`config.mk`:
```
export PLATFORM = sky130hd
export DESIGN_NAME = ps2_frame_ctrl
export DESIGN_NICKNAME = d
export VERILOG_FILES = /design/src/rtl/ps2_pkg.sv /design/src/rtl/ps2_sync.sv /design/src/rtl/ps2_frame_ctrl.sv
export SDC_FILE = /design/constraint.sdc
export NUM_CORES = 1
export LEC_CHECK = 0
export ABC_AREA = 1
export CAP_MARGIN = 10
export CELL_PAD_IN_SITES_DETAIL_PLACEMENT = 1
export CELL_PAD_IN_SITES_GLOBAL_PLACEMENT = 1
export CORE_MARGIN = 5
export CORE_UTILIZATION = 30
export DETAILED_ROUTE_END_ITERATION = 10
export GPL_TIMING_DRIVEN = 0
export PLACE_DENSITY = 0.67
export SYNTH_ARGS = -nofsm -noshare
export SYNTH_HDL_FRONTEND = slang
export SYNTH_SLANG_ARGS = --single-unit
```
`constraint.sdc`:
```
create_clock -name clk -period 2.3 [get_ports clk]
set_input_delay 0.345 -clock clk [delete_from_list [all_inputs] [get_ports clk]]
set_output_delay 0.345 -clock clk [all_outputs]
set_load 0.01 [all_outputs]
```
`src/rtl/ps2_pkg.sv`:
```
// rtl/ps2_pkg.sv - shared types and constants for the PS/2 frame receiver
package ps2_pkg;

    localparam int FRAME_LEN = 11;

    localparam logic [7:0] BREAK_CODE = 8'hF0;
    localparam logic [7:0] EXT_CODE   = 8'hE0;

    typedef enum logic [1:0] {
        IDLE,
        SHIFT,
        CHECK
    } state_t;

    // The first data bit (d0) lands in frame bit 9, so the scan code is the
    // data field read back in reverse: code[i] = frame[9-i].
    function automatic logic [7:0] frame_code(input logic [FRAME_LEN-1:0] frame);
        logic [7:0] c;
        for (int i = 0; i < 8; i++) begin
            c[i] = frame[9-i];
        end
        return c;
    endfunction

endpackage

```
`src/rtl/ps2_sync.sv`:
```
// rtl/ps2_sync.sv - two-flop synchronizer with falling-edge detect
module ps2_sync (
    input  logic clk,
    input  logic reset,
    input  logic raw,
    output logic sync,
    output logic fall
);

    logic sync1_q, sync1_d;
    logic sync2_q, sync2_d;

    // Next values of the synchronizer chain.
    always_comb begin
        sync1_d = raw;
        sync2_d = sync1_q;
    end

    // Chain loads 1 on reset so an idle bus does not look like an edge.
    always_ff @(posedge clk) begin
        if (reset) begin
            sync1_q <= 1'b1;
            sync2_q <= 1'b1;
        end else begin
            sync1_q <= sync1_d;
            sync2_q <= sync2_d;
        end
    end

    assign sync = sync2_q;
    assign fall = sync2_q & ~sync1_q;

endmodule

```
`src/rtl/ps2_frame_ctrl.sv`:
```
// rtl/ps2_frame_ctrl.sv - PS/2 keyboard frame receiver with break/extended handling
module ps2_frame_ctrl
    import ps2_pkg::*;
#(
    parameter int N       = FRAME_LEN,
    parameter int TIMEOUT = 50000
) (
    input  logic         clk,
    input  logic         reset,
    input  logic         ps2_clk,
    input  logic         ps2_data,
    output logic [N-1:0] q,
    output logic [7:0]   code,
    output logic         q_valid,
    output logic         ext,
    output logic         err
);

    localparam int CNT_W = $clog2(N + 1);
    localparam int TO_W  = $clog2(TIMEOUT + 1);

    logic clk_sync_unused;
    logic clk_fall;
    logic data_sync;
    logic data_fall_unused;

    ps2_sync u_clk_sync (
        .clk   (clk),
        .reset (reset),
        .raw   (ps2_clk),
        .sync  (clk_sync_unused),
        .fall  (clk_fall)
    );

    ps2_sync u_data_sync (
        .clk   (clk),
        .reset (reset),
        .raw   (ps2_data),
        .sync  (data_sync),
        .fall  (data_fall_unused)
    );

    state_t          state_q, state_d;
    logic [N-1:0]    shreg_q, shreg_d;
    logic [CNT_W-1:0] count_q, count_d;
    logic [TO_W-1:0] to_q, to_d;
    logic            brk_q, brk_d;
    logic            ext_pend_q, ext_pend_d;
    logic [N-1:0]    q_q, q_d;
    logic [7:0]      code_q, code_d;
    logic            ext_q, ext_d;
    logic            q_valid_q, q_valid_d;
    logic            err_q, err_d;

    logic            frame_ok;
    logic [7:0]      frame_c;

    // Frame validity: start low, stop high, odd parity over data plus parity.
    always_comb begin
        frame_ok = (shreg_q[N-1] == 1'b0) && (shreg_q[0] == 1'b1) && (^shreg_q[N-2:1] == 1'b1);
        frame_c  = frame_code(shreg_q);
    end

    // Next-state logic: bit collection, timeout supervision, and code decoding.
    always_comb begin
        state_d    = state_q;
        shreg_d    = shreg_q;
        count_d    = count_q;
        to_d       = to_q;
        brk_d      = brk_q;
        ext_pend_d = ext_pend_q;
        q_d        = q_q;
        code_d     = code_q;
        ext_d      = ext_q;
        q_valid_d  = 1'b0;
        err_d      = 1'b0;

        case (state_q)
            IDLE: begin
                if (clk_fall) begin
                    shreg_d = {shreg_q[N-2:0], data_sync};
                    to_d    = '0;
                    if (!data_sync) begin
                        state_d = SHIFT;
                        count_d = CNT_W'(1);
                    end
                end
            end

            SHIFT: begin
                if (clk_fall) begin
                    shreg_d = {shreg_q[N-2:0], data_sync};
                    to_d    = '0;
                    count_d = count_q + 1'b1;
                    if (count_q == CNT_W'(N - 1)) begin
                        state_d = CHECK;
                    end
                end else if (to_q == TO_W'(TIMEOUT - 1)) begin
                    // Keyboard stalled mid-frame: drop the partial frame.
                    err_d   = 1'b1;
                    count_d = '0;
                    to_d    = '0;
                    state_d = IDLE;
                end else begin
                    to_d = to_q + 1'b1;
                end
            end

            CHECK: begin
                // Edges in this single cycle are ignored; legal PS/2 traffic is far slower.
                state_d = IDLE;
                count_d = '0;
                if (!frame_ok) begin
                    err_d      = 1'b1;
                    brk_d      = 1'b0;
                    ext_pend_d = 1'b0;
                end else if (frame_c == BREAK_CODE) begin
                    brk_d = 1'b1;
                end else if (frame_c == EXT_CODE) begin
                    ext_pend_d = 1'b1;
                end else if (brk_q) begin
                    // Release of a key: swallow it and reset the prefix state.
                    brk_d      = 1'b0;
                    ext_pend_d = 1'b0;
                end else begin
                    q_d        = shreg_q;
                    code_d     = frame_c;
                    ext_d      = ext_pend_q;
                    q_valid_d  = 1'b1;
                    ext_pend_d = 1'b0;
                end
            end

            default: begin
                state_d = IDLE;
            end
        endcase
    end

    // Single register stage for FSM state, datapath and all outputs.
    always_ff @(posedge clk) begin
        if (reset) begin
            state_q    <= IDLE;
            shreg_q    <= '0;
            count_q    <= '0;
            to_q       <= '0;
            brk_q      <= 1'b0;
            ext_pend_q <= 1'b0;
            q_q        <= '0;
            code_q     <= '0;
            ext_q      <= 1'b0;
            q_valid_q  <= 1'b0;
            err_q      <= 1'b0;
        end else begin
            state_q    <= state_d;
            shreg_q    <= shreg_d;
            count_q    <= count_d;
            to_q       <= to_d;
            brk_q      <= brk_d;
            ext_pend_q <= ext_pend_d;
            q_q        <= q_d;
            code_q     <= code_d;
            ext_q      <= ext_d;
            q_valid_q  <= q_valid_d;
            err_q      <= err_d;
        end
    end

    assign q       = q_q;
    assign code    = code_q;
    assign ext     = ext_q;
    assign q_valid = q_valid_q;
    assign err     = err_q;

endmodule

```
# Yosys cells after proc, flatten, opt, wreduce, memory -nomap -nowiden
# Index checks and enable logic that the tools add are counted.
totals:
  regBits: 61
  wordCells: 78
op_classes:
  addsub: 2
  n_eq_ne: 12
  n_mux: 26
  n_bitwise: 8
  n_reduce_logical: 15
op_table:
  columns: ["operator", "n"]
  rows:
  - ["$mux W16", 3]
  - ["$pmux W16 S2", 1]
  - ["$add A16 B1 Y16 const B", 1]
  - ["$eq A16 B16 Y1 const B", 1]
  - ["$eq A8 B8 Y1 const B", 2]
  - ["$mux W4", 4]
  - ["$pmux W4 S3", 1]
  - ["$mux W1", 10]
  - ["$mux W2", 5]
  - ["$ne A3 B3 Y1 const B", 3]
  - ["$reduce_xor A9 Y1", 1]
  - ["$reduce_and A2 Y1", 4]
  - ["$reduce_and A4 Y1", 2]
  - ["$not A1 Y1", 7]
  - ["$ne A2 B2 Y1 const B", 3]
  - ["$reduce_and A5 Y1", 1]
  - ["$reduce_or A5 Y1", 1]
  - ["$add A4 B1 Y4 const B", 1]
  - ["$eq A4 B4 Y1 const B", 1]
  - ["$pmux W2 S2", 1]
  - ["$reduce_bool A3 Y1", 1]
  - ["$eq A2 B1 Y1 const B", 1]
  - ["$eq A2 B2 Y1 const B", 1]
  - ["$logic_and A1 B1 Y1", 2]
  - ["other kinds (5)", 5]

# Depth between registers and ports, before layout
# Gate-level depths: netlist of run 1.
depth:
  word_depth: 5
  depth_mapped: 13

# Hierarchy
# From an unflattened synthesis of run 1, not the netlist that was laid out.
hier_totals:
  cells_unflattened: 414
  area_unflattened_um2: 2765.2
modules_own_cells:
  columns: ["module", "n_inst", "cells_per_inst", "area_per_inst_um2"]
  rows:
  - ["ps2_frame_ctrl", 1, 396, 2632.5]
  - ["ps2_sync", 2, 9, 66.3]

# Worst setup path before layout of run 1
# OpenSTA, ideal clock, no wires.
synth_timing:
  path_type: "register to register"
  startpoint: "reg state_q[1]"
  endpoint: "reg to_q[10]"
  arrival_time_ns: 1.490
  required_ns: 2.221
  slack_ns: 0.731
  path_stages_with_launch: 9
  path_buffers: 0
  cell_sequence: "dfxtp_1 > inv_1 > ha_1 > inv_1 > nor2_1 > nand2_2 > a21oi_4 > clkinv_1 > nor3_1"
synth_via:
  elab_chain_len: 3
  elab_cells_between_ends: 6
synth_lines:
  columns: ["item", "line_no", "text"]
  rows:
  - ["start: declaration", "ps2_frame_ctrl.sv:43", "state_t state_q, state_d;"]
  - ["start signal: assignment", "ps2_frame_ctrl.sv:155", "state_q <= state_d;"]
  - ["$eq A2 B1 Y1 / $logic_not A2 Y1 (equally long branches)", "ps2_frame_ctrl.sv:78", "case (state_q)"]
  - ["$reduce_bool A2 Y1 (no line) / $ne A2 B2 Y1 (equally long branches)", null, null]
  - ["$reduce_and A2 Y1 (no line)", null, null]
  - ["end signal: assignment", "ps2_frame_ctrl.sv:158", "to_q <= to_d;"]
  - ["end: declaration", "ps2_frame_ctrl.sv:46", "logic [TO_W-1:0] to_q, to_d;"]
# Parallel ways exist; a longest one is shown, timed or not.
# A chain may end at the register's enable or synchronous reset.

# Worst setup path after layout of run 1
layout_timing:
  startpoint: "reg state_q[0]"
  endpoint: "reg to_q[15]"
# The elaborated chain is that of the path after synthesis.

==> metrics.md, run 1 <==
| Metric | Value |
|---|---|
| Outcome | complete, no violations |
| Setup Viol. Count Final | 0 |
| Syn_area_per_cell | around 6.8 um^2 |
| Post-synth ARST share | 0 |
| RSZ-0062 raised after global routing | false |
| Initial antenna violation count | 0 |
| Post-Route WL | between 6000 and 7000 um |
| # IOs | 26 |
| Max cap viols | 0 |
| Drt drc | 0 |
| Final instance area | 3230 um^2 |
| Reg clk slew, reported paths | ~0.11 ns |
| Commonest cells after routing, fill and taps aside | nand2_1 (92), inv_1 (65), dfxtp_1 (53) |
| I/O Buffers | 25 |
| YS warnings | 0 |
| Vias per Instance | about 4.7 |
| Flop2flop setup slack | 0.35 ns |
| H-tree depth | 2 |
| Share of cells above drive strength 1 | 0.0963 |
| Most common cell after layout, fill and taps aside | nand2_1 |
| PwrDens | about 620 nW/um^2 |
| Setup WS post-layout | approximately 0.35 ns |
| Net Count, Synth | between 400 and 500 |
| Final Hold Fails | 0 |
| Synth top area share | 0.388 |
| Crit start category | flip-flop |
| Largest net degree at the start of global routing | 17 |
| Peak VDD IR | roughly 0.00027 V |
| Worst Reg-to-Reg Cells | 11 |
| Core Rows | 34 |
| DIE WIDTH | 106 um |
| Cell variety after synth | 33 |
| First-pass GRT wire length | 11,900 um |
| Number of flops mapped to enable cells by yosys | 0 |
| Hold-fix buffer count after cts | 0 |
| Post-Route Setup TNS | 0 ns |
| Hold Path Class | flip-flop to flip-flop |
| Largest cells by area after synthesis | dfxtp_1 (39%), nand2_1 (13%), inv_1 (8.9%) |
| Pre-CTS WS | 0.154 ns |
| Min-Delay Path Depth | 1 |
| Critical path type | flip-flop to flip-flop |
| Relative slew slack | 0.641 |
| Most common flop cell mapped by yosys | dfxtp_1 |
| CTS Buffer Depth | 2 |
| DR vias | between 2,000 and 3,000 |
| CTS tree | yes |
| Endpoint class of the critical path | flip-flop |
| Tmin final | 1.95 ns |
| Area of the core | ~8800 um^2 |
| Area delta synth->final | 18.1% |
| Clk_lat worst skew | ~0.32 ns |
| Hold slack | between 0.4 and 0.5 ns |
| Arr. time, crit path | 2.21 ns |
| Synth area leader | dfxtp_1 |
| Placer Congestion | around 0.8 |
| Final ANT Viol Nets | 0 |
| Peak Freq | ~0.51 GHz |
| Overall Global Routing Usage | 0.131 |
| Seq/Total Area, Yosys | 0.388 |
| Num CTS Buffers | 5 |
| Routed len/inst | about 13 um |
| #FFs+latches synth | 53 |
| Grt ovf | 0 |
| Mapped Area | roughly 2700 um^2 |
| Drt first pass iters | 4 |
| Final nets | around 450 |
| Gate Count Post-Synth | ~400 |
| Worst-Margin Slew | approximately 0.54 ns |
| Number of instances in the placed design | 536 |
| Req. time, crit path | 2.56 ns |
| Leak | around 0.0013 uW |
| Post-route insts no fill | ~540 |
| Die area | approximately 11,000 um^2 |
| Worst Clk Skew | 0.0123 ns |
| Dpl hpwl | ~5400 um |
| Crit Path Max Fanout | 7 |
| Initial Util | 0.311 |
| CTS sink cnt | 53 |
| Die height | about 110 um |
| Placed Area | ~3100 um^2 |
| N_diodes | 0 |
| Vias in the first global route | around 2,600 |
| Root Driver | clkbuf_8 |
| Tcrit/Tclk final | 0.848 |
| Drt first-iter violations | 82 |
| Max Slew Vio Count | 0 |
cell type report:
| class | instances | area [um^2] |
|---|---|---|
| Inverter | 67 | 255 |
| Buffer | 17 | 104 |
| Fill cell | 1127 | 5570 |
| Tap cell | 108 | 135 |
| Clock buffer | 7 | 96.3 |
| Timing Repair Buffer | 25 | 250 |
| Sequential cell | 53 | 1060 |
| Clock inverter | 1 | 8.76 |
| Multi-Input combinational cell | 266 | 1320 |
what timing repair did:
action                     in CTS  in global routing
gates resized for setup         0                  1
setup endpoints to repair       0                  1
setup buffers                   0                  0
flip-flops by register name, indices dropped and copies added, names as in the netlist:
register,count
brk_q,1
q_valid,1
u_clk_sync.sync1_q,1
ext_pend_q,1
err,1
count_q,4
q,11
ext,1
u_data_sync.sync1_q,1
state_q,2
to_q,16
u_data_sync.sync,1
shreg_q,11
u_clk_sync.sync,1
cells in the mapped netlist, types with 2 or more instances:
| cell type | number |
|---|---|
| xnor2_1 | 2 |
| nand3_1 | 16 |
| ha_1 | 7 |
| o22ai_1 | 2 |
| buf_2 | 2 |
| nand2_1 | 92 |
| nor2_1 | 47 |
| nand2_2 | 9 |
| a21oi_1 | 28 |
| or2_2 | 4 |
| inv_1 | 65 |
| nand4_1 | 18 |
| nor2_2 | 2 |
| clkbuf_1 | 6 |
| buf_4 | 8 |
| dfxtp_1 | 53 |
| o21ai_0 | 17 |
| nor3_1 | 10 |
worst max-delay path: stages, from the launching register on:
cell and delay [ns]:
dfxtp_1 0.38, inv_1 0.10, ha_1 0.27, inv_1 0.09, nand2_1 0.06, nand2_2 0.18
nand4_2 0.18, nor3_2 0.28, nand3_1 0.13, nand2_1 0.08, inv_1 0.04, nor2_1 0.10
where the power goes:
group | switching [uW] | internal, uW | leakage (uW)
Clock | 341 | 279 | 0.0000549
Combinational | 269 | 127 | 0.000844
Sequential | 35.6 | 954 | 0.000430
Total | 645 | 1360 | 0.00133
logic make-up after synthesis:
| group | after synthesis | share of synthesized area |
|---|---|---|
| AO/OA/AOI/OAI | 50 | 0.0983 |
| AND/OR/NAND/NOR | 206 | 0.343 |
| XOR/XNOR | 3 | 0.00960 |
| adder cells (fa/ha/maj) | 7 | 0.0320 |
| buffers and inverters | 84 | 0.130 |
| flip-flops | 53 | 0.388 |
stage by stage:
step           power, uW  utilization
6_report            2010        0.367
2_1_floorplan       1300            -
3_5_place_dp        1410        0.355
5_1_grt             2140        0.367
4_1_cts             2030        0.367
3_3_place_gp        1400        0.355
per-layer routing:
layer / track usage / wire [um] / share of wire / vias to the layer above
li1: - / - / - / 1330
met1: 0.180 / 3610 / 0.52 / 1176
met2: 0.209 / 3060 / 0.44 / 20
met3: 0.0165 / 125 / 0.018 / 8
met4: 0.0472 / 110 / 0.016 / 0
met5: 0 / 0 / 0 / -
worst paths after layout:
path	start	to
worst max-delay path	state_q[0]	to_q[15]
worst min-delay path	u_data_sync.sync1_q	u_data_sync.sync
worst max register to register	state_q[0]	to_q[15]
worst min register to register	u_data_sync.sync1_q	u_data_sync.sync
Power figures use the tool's default switching activity.
==> run 2: changes to the inputs <==
- PLACE_DENSITY: 0.67 -> 0.7
- clock period: 2.3 -> 1.62 ns (I/O delays scaled with it)
==> run 2 against run 1 <==
Against the previous run: core utilization rose by 6.4 points; non-clock buffer count rose by 23; die area did not move; sequential power rose by 44%; clock-buffer cell count fell by 1; clock skew fell by 0.0015 ns; worst hold slack got worse by 0.026 ns; highest routed layer unchanged.
==> metrics.md, run 2 (same netlist as run 1, synthesis figures left out) <==
| Metric | Value |
|---|---|
| CP max-delay cell | dfxtp_4 |
| Power, Total | between 3000 and 4000 uW |
| PwrDens | 850 nW/um^2 |
| Worst reg2reg startpoint | state_q[0] |
| Core Rows | 34 |
| Max Slew Vio Count | 0 |
| Setup WS post-layout | 0.0148 ns |
| Gr busiest metal | met2 |
| Worst Clk Skew | roughly 0.011 ns |
| I/O Buffers | 25 |
| Crit path buf inv count | 4 |
| CP Cell Sequence | inv_6 -> ha_4 -> inv_2 -> nand2_2 -> nand2_4 -> buf_6 -> a21oi_4 -> buf_12 -> o21ai_1 -> a21oi_1 |
| Final nets | 470 |
| Crit Path Max Fanout | 5 |
| Overall Global Routing Usage | 0.137 |
| Vias in the first global route | 2,687 |
| Initial antenna violation count | 0 |
| Relative slew slack | 0.668 |
| Crit-path leading delay family | compound AO/OA/AOI/OAI gates |
| Arr. time, crit path | around 1.9 ns |
| Leak | approximately 0.0015 uW |
| First-pass GRT wire length | 12,700 um |
| Area of the core | ~8800 um^2 |
| RSZ-0062 raised after global routing | true |
| N_diodes | 0 |
| Reg area | roughly 1100 um^2 |
| Hold-fix buffer count after cts | 0 |
| Final ANT Viol Nets | 0 |
| Clk_lat worst skew | between 0.3 and 0.4 ns |
| Hold endpoint | u_data_sync.sync |
| Outcome | complete, no violations |
| CTS Buffer Depth | 2 |
| Max reg flops | 16 |
| Share of cells above drive strength 1 | 0.337 |
| Commonest cells after routing, fill and taps aside | nand2_1 (73), inv_1 (51), dfxtp_1 (35) |
| Fillers | approximately 1,100 |
| Area delta synth->final | 38.7% |
| Multi-input logic area | approximately 1600 um^2 |
| Worst-Margin Slew | around 0.49 ns |
| Pre-CTS WS | -0.451 ns |
| Tcrit/Tclk final | 0.991 |
| Die height | 106 um |
| GR Util met2 | 0.248 |
| Drt drc | 0 |
| Vias per Instance | roughly 4.8 |
| CTS sink cnt | 53 |
| Worst Reg-to-Reg Cells | 10 |
| Most common cell after layout, fill and taps aside | nand2_1 |
| Setup Viol. Count Final | 0 |
| Max cap viols | 0 |
| Critical path type | flip-flop to flip-flop |
| H-tree depth | 2 |
| Crit-path max cell delay | approximately 0.38 ns |
| Post-layout util | 0.431 |
| Flop2flop setup slack | roughly 0.015 ns |
| Tmin final | 1.61 ns |
| Grt ovf | 0 |
| DR vias | about 2,700 |
| Num CTS Buffers | 5 |
| Crit start category | flip-flop |
| Largest Register | to_q |
| Root Driver | clkbuf_8 |
| Final Hold Fails | 0 |
| Die area | 11,100 um^2 |
| Endpoint class of the critical path | flip-flop |
| Peak Freq | slightly above 0.6 GHz |
| Capturing point of the worst reg2reg path | to_q[6] |
| Reg clk slew, reported paths | 0.11 ns |
| Drt first-iter violations | 50 |
| Post-Route WL | about 7700 um |
| CTS tree | yes |
| Largest net degree at the start of global routing | 17 |
| Hold Crit Start | u_data_sync.sync1_q |
| # IOs | 26 |
| Min-Delay Path Depth | 1 |
| M1 GR Usage | 0.174 |
| DIE WIDTH | roughly 110 um |
| Initial Util | 0.311 |
| Hold Path Class | flip-flop to flip-flop |
| Req. time, crit path | 1.88 ns |
| Placer Congestion | between 0.7 and 0.8 |
| GRT met3 Usage | 0.0177 |
| Drt first pass iters | 4 |
| Dpl hpwl | approximately 5400 um |
| Routed len/inst | roughly 14 um |
| Peak VDD IR | 0.000468 V |
-- run 2: cell type report --
type / instances / share of cell area
buffer: 17 / 0.0323
clock buffer: 6 / 0.0218
clock inverter: 2 / 0.00989
inverter: 67 / 0.0709
multi-input combinational: 266 / 0.418
sequential: 53 / 0.289
tap: 108 / 0.0356
timing repair buffer: 48 / 0.121
timing repair inverter: 1 / 0.00132
-- run 2: power breakdown --
| group | switching, uW | total (uW) | leakage, uW | internal, uW |
|---|---|---|---|---|
| Combinational | 492 | 815 | 0.00104 | 323 |
| Sequential | 71.5 | 1430 | 0.000440 | 1360 |
| Clock | 478 | 982 | 0.0000574 | 504 |
-- run 2: metrics by stage --
| stage | hold WS [ns] | std cells | cell area [um^2] | TNS (ns) |
|---|---|---|---|---|
| finish | 0.408 | 568 | 3800 | 0 |
| global placement | 0.393 | 536 | 3120 | -8.32 |
| global route | 0.438 | 568 | 3800 | -0.867 |
| detailed placement | 0.398 | 536 | 3120 | -9.96 |
| floorplan | 0.347 | 403 | 2740 | 0 |
| CTS | 0.416 | 560 | 3550 | 0 |
-- run 2: worst max-delay path by stage --
stage / cells past startpoint / slack (ns) / to / from
2_1_floorplan: 8 / 0.05 / to_q[10] / state_q[1]
3_3_place_gp: 8 / -0.42 / to_q[10] / state_q[1]
3_5_place_dp: 8 / -0.45 / to_q[12] / state_q[1]
4_1_cts: 11 / 0.002 / q[4] / state_q[0]
5_1_grt: 13 / -0.07 / q[4] / shreg_q[2]
6_report: 10 / 0.01 / to_q[6] / state_q[0]
-- run 2: timing repair --
item,CTS,global route
setup buffers,13,8
endpoints found under the hold margin,0,0
gates cloned,3,0
setup endpoints to repair,45,47
pin swaps,15,18
gates resized for setup,52,80
-- run 2: routing by layer --
layer / routed length, um / vias to the layer above
li1: - / 1381
met4: 56 / 0
met3: 114 / 4
met2: 3920 / 18
met1: 3580 / 1320
met5: 0 / -
